`src/rtl/iob_wrr_arbiter.sv`:
```
// -----------------------------------------------------------------------------
// iob_wrr_arbiter
//   Weighted round-robin arbiter. A grant is a tenure of up to weight[i]
//   acknowledged transactions. The next winner is searched with rotating
//   priority starting just after the previous winner, so no requester starves.
//   All outputs are registered. The next grant appears in the cycle after a
//   tenure ends, with no idle bubble.
//
//   Optional feature: define IOB_WRR_ARBITER_TIMEOUT_EN to build a tenure
//   counter. It forcibly ends any tenure that lasts TIMEOUT cycles and pulses
//   timeout_o. Without the macro, timeout_o is tied to 0.
//
// Ports
//   clk           clock
//   arst          asynchronous reset, active-high (takes precedence over rst)
//   rst           synchronous reset, active-high
//   request       per-port request level
//   acknowledge   per-port transaction-complete pulse (only the granted bit is used)
//   weight        per-port quota, port i at [i*WEIGHT_W +: WEIGHT_W]; 0 acts as 1
//   grant         one-hot grant
//   grant_valid   a tenure is active
//   grant_encoded index of the granted port
//   timeout_o     one-cycle pulse when a tenure was forcibly ended
// -----------------------------------------------------------------------------
module iob_wrr_arbiter #(
    parameter int PORTS    = 4,
    parameter int WEIGHT_W = 4,
    parameter int TIMEOUT  = 256
) (
    input  logic                      clk,
    input  logic                      arst,
    input  logic                      rst,
    input  logic [PORTS-1:0]          request,
    input  logic [PORTS-1:0]          acknowledge,
    input  logic [PORTS*WEIGHT_W-1:0] weight,
    output logic [PORTS-1:0]          grant,
    output logic                      grant_valid,
    output logic [$clog2(PORTS)-1:0]  grant_encoded,
    output logic                      timeout_o
);

    localparam int IDX_W = $clog2(PORTS);

    if (PORTS < 2 || TIMEOUT < 2) begin : g_param_check
        $error("iob_wrr_arbiter: PORTS and TIMEOUT must both be at least 2");
    end

    typedef enum logic {
        ST_IDLE  = 1'b0,
        ST_GRANT = 1'b1
    } state_t;

    state_t              state_q, state_d;
    logic [PORTS-1:0]    grant_q, grant_d;
    logic [IDX_W-1:0]    enc_q, enc_d;
    logic [IDX_W-1:0]    ptr_q, ptr_d;
    logic [WEIGHT_W-1:0] credit_q, credit_d;

    logic [IDX_W-1:0]    win;
    logic [WEIGHT_W-1:0] win_weight;
    logic                found;
    logic                drop;
    logic                exhaust;
    logic                to_hit;
    logic                launch;

    // Rotating-priority search: the first request at or above ptr_q, wrapping.
    always_comb begin
        found = 1'b0;
        win   = '0;
        for (int i = 0; i < PORTS; i++) begin
            if (!found && request[(int'(ptr_q) + i) % PORTS]) begin
                found = 1'b1;
                win   = IDX_W'((int'(ptr_q) + i) % PORTS);
            end
        end
    end

    assign win_weight = weight[int'(win)*WEIGHT_W +: WEIGHT_W];

    // A request drop and a final acknowledge in the same cycle are one end event.
    assign drop    = !request[enc_q];
    assign exhaust = acknowledge[enc_q] && (credit_q == WEIGHT_W'(1));

    always_comb begin
        // NOTE: every output of this block gets a default before any branch so
        // no path leaves a value unassigned (which would infer a latch).
        state_d  = state_q;
        grant_d  = grant_q;
        enc_d    = enc_q;
        credit_d = credit_q;
        ptr_d    = ptr_q;
        launch   = 1'b0;

        case (state_q)
            ST_IDLE: begin
                launch = found;
            end
            ST_GRANT: begin
                if (drop || exhaust || to_hit) begin
                    launch = found;
                    if (!found) begin
                        state_d = ST_IDLE;
                        grant_d = '0;
                        enc_d   = '0;
                    end
                end else if (acknowledge[enc_q]) begin
                    // Not exhausted, so credit_q is above 1 here.
                    credit_d = credit_q - WEIGHT_W'(1);
                end
            end
        endcase

        // A new tenure samples its weight here and nowhere else.
        if (launch) begin
            state_d  = ST_GRANT;
            grant_d  = PORTS'(1) << win;
            enc_d    = win;
            credit_d = (win_weight == '0) ? WEIGHT_W'(1) : win_weight;
            ptr_d    = IDX_W'((int'(win) + 1) % PORTS);
        end
    end

    always_ff @(posedge clk or posedge arst) begin
        // NOTE: state registers use non-blocking assignments so every flop
        // samples the pre-edge values regardless of statement order.
        if (arst) begin
            state_q  <= ST_IDLE;
            grant_q  <= '0;
            enc_q    <= '0;
            ptr_q    <= '0;
            credit_q <= '0;
        end else if (rst) begin
            state_q  <= ST_IDLE;
            grant_q  <= '0;
            enc_q    <= '0;
            ptr_q    <= '0;
            credit_q <= '0;
        end else begin
            state_q  <= state_d;
            grant_q  <= grant_d;
            enc_q    <= enc_d;
            ptr_q    <= ptr_d;
            credit_q <= credit_d;
        end
    end

`ifdef IOB_WRR_ARBITER_TIMEOUT_EN
    localparam int CNT_W = $clog2(TIMEOUT + 1);

    logic [CNT_W-1:0] cnt_q, cnt_d;
    logic             timeout_q, timeout_d;

    // The counter reads 0 in the first grant cycle, so a forced end happens
    // after exactly TIMEOUT grant cycles.
    assign to_hit = (state_q == ST_GRANT) && (cnt_q == CNT_W'(TIMEOUT - 1));

    always_comb begin
        cnt_d     = (state_d == ST_GRANT && !launch) ? cnt_q + CNT_W'(1) : '0;
        timeout_d = to_hit && !drop && !exhaust;
    end

    always_ff @(posedge clk or posedge arst) begin
        if (arst) begin
            cnt_q     <= '0;
            timeout_q <= 1'b0;
        end else if (rst) begin
            cnt_q     <= '0;
            timeout_q <= 1'b0;
        end else begin
            cnt_q     <= cnt_d;
            timeout_q <= timeout_d;
        end
    end

    assign timeout_o = timeout_q;
`else
    assign to_hit    = 1'b0;
    assign timeout_o = 1'b0;
`endif

    assign grant         = grant_q;
    assign grant_valid   = (state_q == ST_GRANT);
    assign grant_encoded = enc_q;

endmodule

```
`config.mk`:
```
export PLATFORM = sky130hd
export DESIGN_NAME = iob_wrr_arbiter
export DESIGN_NICKNAME = d
export VERILOG_FILES = /design/src/rtl/iob_wrr_arbiter.sv
export SDC_FILE = /design/constraint.sdc
export NUM_CORES = 1
export LEC_CHECK = 0
export ABC_AREA = 1
export BUFFER_PORTS_ARGS = -buffer_cell sky130_fd_sc_hd__clkbuf_2
export CAP_MARGIN = 10
export CORE_UTILIZATION = 41
export CTS_BUF_LIST = sky130_fd_sc_hd__clkbuf_8
export CTS_CLUSTER_DIAMETER = 40
export DETAILED_ROUTE_END_ITERATION = 16
export PLACE_DENSITY = 0.64
export SLEW_MARGIN = 0
export SYNTH_ARGS = -nofsm -noshare
export SYNTH_HDL_FRONTEND = slang
export SYNTH_SLANG_ARGS = --single-unit
```
`constraint.sdc`:
```
create_clock -name clk -period 5.85 [get_ports clk]
set_input_delay 0.585 -clock clk [delete_from_list [all_inputs] [get_ports clk]]
set_output_delay 0.585 -clock clk [all_outputs]
set_load 0.01 [all_outputs]
```
; ---- Word-level counts from Yosys, hierarchy flattened
; Cells that the tools add are included.
; Widths: inputs -> output; s select.
[op_classes]
multipliers = 0
n_bitwise = 4
muxes = 48
eq_ne = 3
addsub = 5
div_mod_pow = 0
magnitude_cmp = 5
shifts = 2
n_reduce_logical = 19
[ops]
columns = cell, n
row1 = $mux 4, 11
row2 = $mux 2, 11
row3 = $mux 1, 19
row4 = $shiftx 16x5->4, 1
row5 = $bmux 1 s2, 6
row6 = $lt 3x4->1 const B, 3
row7 = $reduce_bool 3->1, 3
row8 = $lt 2x3->1 const B, 2
row9 = $reduce_and 3->1, 2
row10 = $reduce_or 2->1, 3
row11 = $add 2x1->2 const B, 2
row12 = $add 2x2->2 const B, 2
row13 = $eq 4x1->1 const B, 1
row14 = $logic_and 1x1->1, 4
row15 = $logic_not 1->1, 4
row16 = $logic_not 4->1, 1
row17 = $shl 1x2->4 const A, 1
row18 = $sub 4x1->4 const B, 1
row19 = $and 1x1->1 const A, 3
row20 = $ne 3x2->1 const B, 1
row21 = $ne 3x3->1 const B, 1
row22 = $pmux 1 s2, 1
row23 = $reduce_bool 2->1, 1
row24 = $logic_or 1x1->1, 1
row25 = $not 1->1, 1
[totals]
word_cells = 91
romBits = 0
out_inout_bits = 8
reg_bits = 13
in_bits = 27
memories = 0
latchBits = 0
ram_bits = 0

; ---- Logic depth before layout (Yosys ltp)
; Gate-level depths: netlist of the first run.
[depth]
ltp_word = 19
ltp_mapped = 18
depth_no_buf = 16

; ---- Worst setup path before layout of the first run
; Ideal clock, no wire load.
[synth_path]
path_type = in2reg
start = in request[1]
end = reg ptr_q[1]
arrival_time_ns = 1.917
required_time_ns = 5.723
path_buffers = 2
setup_ns = 0.127
path_stages = 13
slack_ns = 3.807
path_cell_list = inv_1 -> nand2_1 -> nand3_1 -> nand2_1 -> nor2_4 -> nand3_2 -> buf_6 -> nand3_2 -> buf_6 -> inv_1 -> ha_1 -> nand3_1 -> o21ai_0
[synth_via]
elab_chain_len = 15
word_cells_on_any_way = 35
classes_between = add/sub: 1 / mux: 25 / reduce/logical: 9
[synth_rtl]
columns = item, line_no
row1 = start: declaration, 33  ; input logic [PORTS-1:0] request,
row2 = $bmux 1 s2, 72  ; if (!found && request[(int'(ptr_q) + i) % PORTS]) begin
row3 = $mux 1 (implied by the code), 72
row4 = $mux 1, 72
row5 = $logic_not 1->1, 72
row6 = $logic_and 1x1->1, 72
row7 = $mux 1, 72
row8 = $logic_not 1->1, 72
row9 = $logic_and 1x1->1, 72
row10 = $mux 1, 72
row11 = $logic_not 1->1, 72
row12 = $logic_and 1x1->1, 72
row13 = $mux 2 or $mux 1 (tied branches), 72
row14 = $add 2x1->2 or $mux 1 (tied branches), "120, 100"
row15 = $mux 2 or $pmux 1 s2 (tied branches), "115, 95"
row16 = $mux 2 or $reduce_bool 2->1 (tied branches), n/a
row17 = end signal: assignment, 143  ; ptr_q <= ptr_d;
row18 = end: declaration, 56  ; logic [IDX_W-1:0] ptr_q, ptr_d;
; Several ways; a longest one is shown, not always the timed one. The select of a mux whose other input is x is not followed.
; A chain may end at the register's enable or synchronous reset.

; ---- Worst setup path after layout of the first run
[layout_path]
start = reg ptr_q[0]
end = reg ptr_q[1]
[layout_via]
elab_chain_len = 15
word_cells_on_any_way = 34
classes_between = add/sub: 4 / mux: 23 / reduce/logical: 7
[layout_rtl]
columns = item, line_no
row1 = $add 2x1->2 or $bmux 1 s2 (tied branches), "72, 74"
row2 = $bmux 1 s2 or $mux 1 (tied branches), 72
row3 = $mux 1 (implied by the code), 72
row4 = $mux 1 (implied by the code) or $logic_not 1->1 (tied branches), 72
row5 = $logic_and 1x1->1, 72
row6 = $mux 1, 72
row7 = $logic_not 1->1, 72
row8 = $logic_and 1x1->1, 72
row9 = $mux 1, 72
row10 = $logic_not 1->1, 72
row11 = $logic_and 1x1->1, 72
row12 = $mux 2 or $mux 1 (tied branches), 72
row13 = $add 2x1->2 or $mux 1 (tied branches), "120, 100"
row14 = $mux 2 or $pmux 1 s2 (tied branches), "115, 95"
row15 = $mux 2 or $reduce_bool 2->1 (tied branches), n/a
; Several ways; a longest one is shown, not always the timed one. The select of a mux whose other input is x is not followed.

==> flow_metrics.tcl, run 1 <==
set metrics [dict create \
    die-width_um 56.7 \
    clock_latency_ns 0.25 \
    synth.area.mux_share 0 \
    overflow 0 \
    io_pins 35 \
    numCtsBuffers 3 \
    drt_iter0_markers 67 \
    synthToLayoutAreaGrowth_pct 17.0 \
    root_buffer "clkbuf_8" \
    combPwrFrac 0.686 \
    path_class "reg -> reg" \
    grt_max_degree 14 \
    clockPowerShare 0.108 \
    synth_cell_type_count 25 \
    synth-xor-area-share 0.0143 \
    synth-seq-area-share 0.265 \
    first_global_vias 1250 \
    fp.dieH_um 56.7 \
    critPathMaxStageDelay_ns 0.59 \
    grt_pass1_wl_mm 5.13 \
    synthTopCellsByArea "dfrtp_1 (27%), nand2_1 (22%), nand3_1 (11%), ha_1 (6.1%), nand4_1 (5.6%)" \
    cp.arrival_ns 2.50 \
    via_per_inst 5.35 \
    drv_slew 0 \
    rsz0062_at_grt "false" \
    antenna_found_initial 0 \
    wire_per_inst_um 12.2 \
    synth_top_cell_by_area "dfrtp_1" \
    p_leak_nw 0.825 \
    cts.htree.levels 1 \
    synth_top_family_by_area "simple AND/OR/NAND/NOR gates" \
    pwr-share-seq 0.205 \
    core_area_um2 2810 \
    synth_nets 223 \
    async_flop_share 1.00 \
    synth-edff-count 0 \
    placed_cell_area_um2 1390 \
    switching_share 0.549 \
    gp_congestion 0.865 \
    cp_slowest_cell "dfrtp_1" \
    maxCapViolCount 0 \
    synth-simple-area-share 0.461 \
    internal-power_w 0.000348 \
    ant_nets 0 \
    drc_errors 2 \
    io_buffers 33 \
    finalHoldViolCount 0 \
    syn-cell-area_um2 1230 \
    power_density_nw_per_um2 537 \
    critPathLaunchType "flip-flop" \
    start_util 0.438 \
    yosys.area_share.adder 0.0612 \
    synthFlopType "dfrtp_1" \
    hp-class "in -> async" \
    drt-total-wl_mm 3.11 \
    fin_setup_tns_ns 0 \
    fin_crit_sh 0.404 \
    postCtsSetupRepairBufs 0 \
    synth_compound_gate_area_share 0.0877 \
    num_rows 19 \
    num_vias 1358 \
    dp_hpwl_mm 2.52 \
    syn_inst 190 \
    final_area_um2 1440 \
    ys_warn_count 0 \
    clock_skew_ns 0.00274 \
    layout-drive-gt1-share 0.229 \
    path_common_cell "nand2_2" \
    die_area_um2 3220 \
    fin_crit_ns 2.37 \
    cts_tree "yes" \
    endpoint_kind "flip-flop" \
    reg2reg_from "ptr_q[0]" \
    power.net_switching_w 0.000424 \
    fin_nets 257 \
    crit_chain "inv_6 -> nand2_1 -> nand2_2 -> nand2_2 -> nand2_2 -> nor2_4 -> nand3_2 -> nand3_2 -> inv_1 -> ha_1 -> nand3_1 -> o21ai_0" \
    clkTransAtPathRegs_ns 0.06 \
    crit_path_max_fanout 12 \
    post_cts_resized 0 \
    violations "DRC" \
    status "complete, but fails checks" \
    drt_first_pass_iters 10 \
    synth_top_area_share 0.265 \
    worst_hold_slack_ns 0.327 \
    hold_buffers 0 \
    max_freq_ghz 0.423 \
    clock-sinks 13 \
    cp_data_required_time_ns 5.98 \
    startpoint "ptr_q[0]" \
    vdd.ir_drop.worst_v 0.000255 \
    diodes 0 \
    cts_buffer_depth 2 \
    ys_seq_elements 13 \
    setup_viol 0 \
    track_usage 0.204 \
    syn_area_per_cell_um2 6.46 \
]
==> worst max-delay path, delay by kind of cell, from the launching register on <==
family / cells / cell delay (ns)
adder cells (fa/ha/maj): 1 / 0.30
buffers and inverters: 2 / 0.21
AND/OR/NAND/NOR: 8 / 1.05
flip-flops: 1 / 0.59
AO/OA/AOI/OAI: 1 / 0.08
==> flip-flops by register name (all words and copies together), names as in the netlist <==
signal,flops
credit_q,4
grant,4
grant_encoded,2
ptr_q,2
grant_valid,1
==> path summary, 6_finish.rpt <==
check	slack [ns]	cells past startpoint	end
max	3.48	12	ptr_q[1]
min	0.33	2	credit_q[2]
max reg2reg	3.48	12	ptr_q[1]
min reg2reg	0.49	2	credit_q[1]
max in group asynchronous	5.19	2	ptr_q[1]
min in group clk	0.49	2	credit_q[1]
==> per-layer routing <==
metal	GRT usage	share of wire
met1	0.240	0.45
met2	0.376	0.51
met5	0	0
met3	0.0207	0.025
met4	0.0821	0.014
==> power groups by stage <==
stage | Clock (W) | Sequential (W) | Combinational, W
6_report | 0.0000836 | 0.000158 | 0.000529
5_1_grt | 0.0000889 | 0.000162 | 0.000600
4_1_cts | 0.0000842 | 0.000158 | 0.000530
3_5_place_dp | 0 | 0.000159 | 0.000528
2_1_floorplan | 0 | 0.000154 | 0.000427
3_3_place_gp | 0 | 0.000158 | 0.000519
==> cell families (layout without fill, tap and decap cells) <==
kind of cell / after synthesis / after routing
and+or+nand+nor: 122 / 122
adders and majority gates: 6 / 6
xor gates and xnor gates: 2 / 2
other: 1 / 1
buffers and inverters: 27 / 60
DFF: 13 / 13
AOI/OAI and AO/OA: 19 / 19
==> stage by stage <==
step,util,cells,total power [W],setup slack [ns]
after floorplan,-,190,0.000581,3.81
after global placement,0.496,250,0.000677,3.48
after detailed placement,0.496,250,0.000687,3.42
after CTS,0.512,254,0.000772,3.51
after global routing,0.512,254,0.000851,3.22
final,0.512,254,0.000771,3.48
==> synth_stat cells, types with 2 or more instances <==
master / instances
nand3_2: 3
o22ai_1: 3
dfrtp_1: 13
ha_1: 6
inv_2: 3
nand3_1: 27
buf_6: 3
a21oi_1: 6
o21ai_0: 6
nand4_1: 11
xor2_1: 2
nor2_1: 3
nand2_2: 4
inv_1: 17
nand2_1: 71
nor2_4: 2
clkinv_1: 2
==> cell type report <==
cell class	instances	area (um^2)
Clock inverter	1	5.00
Sequential cell	13	325
Multi-Input combinational cell	150	769
Fill cell	292	1370
Timing Repair Buffer	33	165
Clock buffer	3	41.3
Inverter	23	91.3
Tap cell	31	38.8
==> cells in the final DEF (no fill, tap or decap), types with 2 or more instances in the layout <==
master    instances
nor2_1            3
ha_1              6
o21ai_0           6
nand4_1          11
nand3_2           3
nand2_2           4
dfrtp_1          13
nand3_1          27
a21oi_1           6
clkbuf_2         33
nor2_4            2
clkinv_1          2
xor2_1            2
inv_2             3
inv_1            17
clkbuf_8          3
nand2_1          71
o22ai_1           3
Power figures use the tool's default switching activity.
==> inputs of run 2 (changes only) <==
--- a/config.mk
+++ b/config.mk
@@ -5,14 +5,14 @@
 export SDC_FILE = /design/constraint.sdc
 export NUM_CORES = 1
 export LEC_CHECK = 0
-export ABC_AREA = 1
+export ABC_AREA = 0
 export BUFFER_PORTS_ARGS = -buffer_cell sky130_fd_sc_hd__clkbuf_2
 export CAP_MARGIN = 10
 export CORE_UTILIZATION = 41
 export CTS_BUF_LIST = sky130_fd_sc_hd__clkbuf_8
 export CTS_CLUSTER_DIAMETER = 40
 export DETAILED_ROUTE_END_ITERATION = 16
-export PLACE_DENSITY = 0.64
+export PLACE_DENSITY = 0.69
 export SLEW_MARGIN = 0
 export SYNTH_ARGS = -nofsm -noshare
 export SYNTH_HDL_FRONTEND = slang
==> constraint.sdc (replaced) <==
create_clock -name clk -period 2 [get_ports clk]
set_input_delay 0.2 -clock clk [delete_from_list [all_inputs] [get_ports clk]]
set_output_delay 0.2 -clock clk [all_outputs]
set_load 0.01 [all_outputs]
==> run 2 against run 1 <==
Net effect: the run now ends clean; register-to-register slack got worse by 3.4 ns; total power increased by 35%; non-clock buffer count increased by 7; worst hold slack got worse by 0.033 ns; area after synthesis decreased by 19%; critical path type unchanged; largest cell class unchanged.
==> flow_metrics.tcl, run 2 <==
set metrics [dict create \
    status "complete, no violations" \
    syn-cell-area_um2 1000 \
    worst_hold_slack_ns 0.294 \
    io_pins 35 \
    ys_warn_count 0 \
    layout-drive-gt1-share 0.430 \
    critPathLaunchType "flip-flop" \
    fp.dieH_um 51.4 \
    clock_latency_ns 0.24 \
    finalHoldViolCount 0 \
    worstMarginPinSlew_ns 0.699 \
    synth-edff-count 0 \
    drt_first_pass_iters 4 \
    postCtsSetupRepairBufs 0 \
    grt_pass1_wl_mm 3.65 \
    io_buffers 33 \
    grt_max_degree 14 \
    ys_seq_elements 13 \
    antenna_found_initial 0 \
    hp-class "in -> reg" \
    num_rows 17 \
    drt_iter0_markers 16 \
    ant_nets 0 \
    synth_cell_type_count 31 \
    path_common_cell "nor2b_4" \
    start_util 0.443 \
    core_area_um2 2250 \
    cp_slowest_cell "or3b_4" \
    synth-seq-area-share 0.325 \
    cp_data_required_time_ns 2.18 \
    max_freq_ghz 0.524 \
    fin_crit_sh 0.954 \
    overflow 0 \
    critPathMaxStageDelay_ns 0.40 \
    synth_nets 129 \
    final_cell_mix "clkbuf_2 (33), mux2i_1 (13), dfrtp_1 (13)" \
    maxCapViolCount 0 \
    via_per_inst 5.37 \
    track_usage 0.186 \
    p_leak_nw 0.646 \
    path_class "reg -> reg" \
    clkTransAtPathRegs_ns 0.06 \
    cts_buffer_depth 2 \
    synthTopCellsByArea "dfrtp_1 (33%), mux2i_1 (13%), ha_1 (7.5%), a22o_1 (5.3%), mux2_2 (4.5%)" \
    fin_setup_tns_ns 0 \
    num_vias 875 \
    die_area_um2 2640 \
    drc_errors 0 \
    fin_cells 163 \
    layout.cells.most_common "clkbuf_2" \
    max_slew_margin 0.529 \
    dp_hpwl_mm 1.69 \
    diodes 0 \
    gp_congestion 0.785 \
    die-width_um 51.4 \
    cts_tree "yes" \
    synth_top_cell_by_area "dfrtp_1" \
    drt-total-wl_mm 2.17 \
    dp_cells 158 \
    fin_crit_ns 1.91 \
    synthToLayoutAreaGrowth_pct 26.8 \
    syn_inst 96 \
    numCtsBuffers 3 \
    synthTopCellsByCount "dfrtp_1 (13), mux2i_1 (13), nor2_1 (8)" \
    cp.arrival_ns 2.09 \
    cts.htree.levels 1 \
    drv_slew 0 \
    vdd.ir_drop.worst_v 0.000387 \
    crit_path_max_fanout 8 \
    clock-sinks 13 \
    syn_area_per_cell_um2 10.4 \
    clock_skew_ns 0.000729 \
    root_buffer "clkbuf_8" \
    wire_per_inst_um 13.3 \
    synthFlopType "dfrtp_1" \
    async_flop_share 1.00 \
    first_global_vias 842 \
    endpoint_kind "flip-flop" \
    crit_chain "inv_1 -> ha_1 -> or3b_4 -> o21ai_2 -> nor2b_4 -> buf_4 -> nor2b_4 -> nand4_1 -> nand2_1" \
    synth_top_area_share 0.325 \
    fin_nets 169 \
    power_density_nw_per_um2 821 \
    setup_viol 0 \
]
run 2: cell families (layout without fill, tap and decap cells):
logic type / after synthesis / in the layout / share of synthesized area
buffers and inverters: 13 / 52 / 0.0788
other: 1 / 1 / 0.00375
AND/OR/NAND/NOR: 22 / 22 / 0.126
adder cells (fa/ha/maj): 6 / 6 / 0.0751
AO/OA/AOI/OAI: 20 / 20 / 0.166
multiplexers: 18 / 18 / 0.198
XOR/XNOR: 3 / 3 / 0.0263
flip-flops: 13 / 13 / 0.325
run 2: area by class of cell:
cell class                 count  area, um^2
sequential                    13         325
fill                         224         987
multi-input combinational     70         611
clock inverter                 1        5.00
inverter                       8        30.0
timing repair buffer          40         220
clock buffer                   3        41.3
tap                           28        35.0
run 2: routing by layer:
layer,wire length [um],up-vias,share of wire,GRT usage
met5,0,-,0,0
met4,27,0,0.012,0.0631
met3,97,4,0.045,0.0298
met2,1120,36,0.51,0.342
met1,925,415,0.43,0.214
li1,-,420,-,-
run 2: timing repair:
| item | 4_1_cts | 5_1_grt |
|---|---|---|
| gates cloned | 0 | 0 |
| endpoints found under the hold margin | 13 | 0 |
| setup endpoints to repair | 3 | 9 |
| pin swaps | 0 | 1 |
| gates resized for setup | 1 | 3 |
| hold buffers | 1 | 0 |
run 2: critical path: cells and delay by family, from the launching register on:
kind	cells	cell delay (ns)
adders and majority gates	1	0.14
AOI/OAI and AO/OA	1	0.14
buffers and inverters	2	0.21
and+or+nand+nor	5	0.98
DFF	1	0.37
run 2: worst paths after layout:
path	start	end	slack, ns	cells past startpoint
worst min-delay path	rst	credit_q[1]	0.29	2
max in group asynchronous	arst	credit_q[2]	1.16	3
worst min register to register	grant[1]	grant[1]	0.51	1
worst max-delay path	credit_q[1]	credit_q[0]	0.09	9
min in group asynchronous	arst	grant_encoded[1]	0.51	3
worst max register to register	credit_q[1]	credit_q[0]	0.09	9
run 2: metrics by stage:
stage                     total power (W)  area, um^2   util  setup slack, ns
after floorplan                  0.000672        1000      -           0.0470
after global placement           0.000781        1200  0.531           0.0382
after detailed placement         0.000793        1200  0.531          0.00908
after CTS                         0.00104        1250  0.557           0.0186
after global routing              0.00111        1270  0.562          -0.0119
final                             0.00104        1270  0.562           0.0923
run 2: power breakdown:
group	internal [W]	leakage [nW]	switching (W)	total, W
clock	0.000137	0.0255	0.0000949	0.000232
sequential	0.000309	0.170	0.0000430	0.000352
combinational	0.000232	0.450	0.000225	0.000457
==> inputs of run 3 (changes only) <==
--- a/config.mk
+++ b/config.mk
@@ -12,7 +12,7 @@
 export CTS_BUF_LIST = sky130_fd_sc_hd__clkbuf_8
 export CTS_CLUSTER_DIAMETER = 40
 export DETAILED_ROUTE_END_ITERATION = 16
-export PLACE_DENSITY = 0.69
+export PLACE_DENSITY = 0.74
 export SLEW_MARGIN = 0
 export SYNTH_ARGS = -nofsm -noshare
 export SYNTH_HDL_FRONTEND = slang
==> run 3 against run 2 <==
Net effect: die area is the same; critical path type unchanged; register-to-register slack is essentially flat; routed wire length grew 9.1%; worst setup slack gained 0.0058 ns; clock power grew 2%; clock skew grew 0.0015 ns.
==> flow_metrics.tcl, run 3 (same netlist as run 2, synthesis figures left out) <==
set metrics [dict create \
    status "complete, no violations" \
    path_common_cell "nor2b_4" \
    io_buffers 33 \
    die_area_um2 2640 \
    core_area_um2 2250 \
    cp_slowest_cell "dfrtp_1" \
    num_rows 17 \
    drt_iter0_markers 10 \
    finalHoldViolCount 0 \
    drt_first_pass_iters 4 \
    final_area_um2 1310 \
    reg2reg_from "credit_q[1]" \
    endpoint_kind "flip-flop" \
    hp-class "in -> reg" \
    holdCritStartpoint "rst" \
    wire_per_inst_um 14.1 \
    cp.arrival_ns 2.09 \
    fin_crit_ns 1.90 \
    grt_max_degree 14 \
    max_slew_margin 0.503 \
    cpLargestDelayFamily "simple AND/OR/NAND/NOR gates" \
    max_freq_ghz 0.526 \
    maxCapViolCount 0 \
    path_class "reg -> reg" \
    p_total_w 0.00108 \
    dp_hpwl_mm 1.73 \
    drc_errors 0 \
    crit_buf_inv 2 \
    clock_latency_ns 0.24 \
    numCtsBuffers 3 \
    first_global_vias 884 \
    clock-sinks 13 \
    cp_data_required_time_ns 2.18 \
    drv_slew 0 \
    fin_crit_sh 0.951 \
    final_cell_mix "clkbuf_2 (33), mux2i_1 (13), dfrtp_1 (13)" \
    layout.cells.most_common "clkbuf_2" \
    critPathLaunchType "flip-flop" \
    power_density_nw_per_um2 821 \
    fin_nets 173 \
    clkTransAtPathRegs_ns 0.06 \
    vdd.ir_drop.worst_v 0.000503 \
    ant_nets 0 \
    crit_path_max_fanout 8 \
    startpoint "credit_q[1]" \
    die-width_um 51.4 \
    cts_buffer_depth 2 \
    final_util 0.582 \
    antenna_found_initial 0 \
    layout-drive-gt1-share 0.446 \
    crit_chain "inv_2 -> ha_1 -> or3b_4 -> o21ai_2 -> nor2b_4 -> buf_6 -> nor2b_4 -> a21oi_1 -> nand2_1" \
    synthToLayoutAreaGrowth_pct 31.2 \
    drt-total-wl_mm 2.36 \
    critPathMaxStageDelay_ns 0.38 \
    setup_viol 0 \
    track_usage 0.199 \
    fp.dieH_um 51.4 \
    worstMarginPinSlew_ns 0.739 \
    via_per_inst 5.37 \
    overflow 0 \
    root_buffer "clkbuf_8" \
    cts.htree.levels 1 \
    cts_tree "yes" \
    num_vias 896 \
    clock_skew_ns 0.00221 \
    fill_cells 212 \
    p_leak_nw 0.668 \
    gp_congestion 0.780 \
    placed_cell_area_um2 1200 \
    io_pins 35 \
    grt_pass1_wl_mm 3.83 \
    diodes 0 \
    start_util 0.443 \
]
run 3: layout make-up:
| class | count | area, um^2 | area share |
|---|---|---|---|
| Clock buffer | 3 | 41.3 | 0.0315 |
| Clock inverter | 1 | 5.00 | 0.00382 |
| Inverter | 8 | 30.0 | 0.0229 |
| Multi-Input combinational cell | 70 | 617 | 0.470 |
| Sequential cell | 13 | 325 | 0.248 |
| Tap cell | 28 | 35.0 | 0.0267 |
| Timing Repair Buffer | 44 | 258 | 0.197 |
run 3: timing repair:
action | CTS | global route
endpoints found under the hold margin | 13 | 0
resized for setup | 3 | 3
pin swaps | 1 | 2
setup buffers | 1 | 2
cloned | 1 | 0
hold buffers | 1 | 0
endpoints found under the setup margin | 8 | 11
run 3: worst paths after layout:
kind,to,slack (ns),cells past startpoint
worst max-delay path,credit_q[0],0.1,9
worst min-delay path,ptr_q[0],0.29,2
worst max register to register,credit_q[0],0.1,9
worst min register to register,grant[3],0.51,1
max in group asynchronous,credit_q[1],1.15,3
min in group asynchronous,grant[1],0.51,3
run 3: per-stage QoR:
step                      hold WS (ns)  instances  setup TNS (ns)  setup slack (ns)
final                            0.288        167               0            0.0982
after detailed placement         0.234        158        -0.00142          -0.00142
after global placement           0.218        158               0            0.0537
after global routing             0.303        167         -0.0491           -0.0227
after CTS                        0.283        165               0            0.0686
after floorplan                 0.0770         96               0            0.0470
run 3: power breakdown:
| part | leakage (nW) | internal, W | total, W | switching, W |
|---|---|---|---|---|
| clock network | 0.0255 | 0.000138 | 0.000237 | 0.0000997 |
| registers | 0.170 | 0.000309 | 0.000353 | 0.0000436 |
| logic | 0.473 | 0.000253 | 0.000487 | 0.000234 |
run 3: routing by layer:
metal	share of wire	GRT usage
met1	0.43	0.247
met2	0.52	0.340
met3	0.033	0.0179
met4	0.018	0.0991
met5	0	0
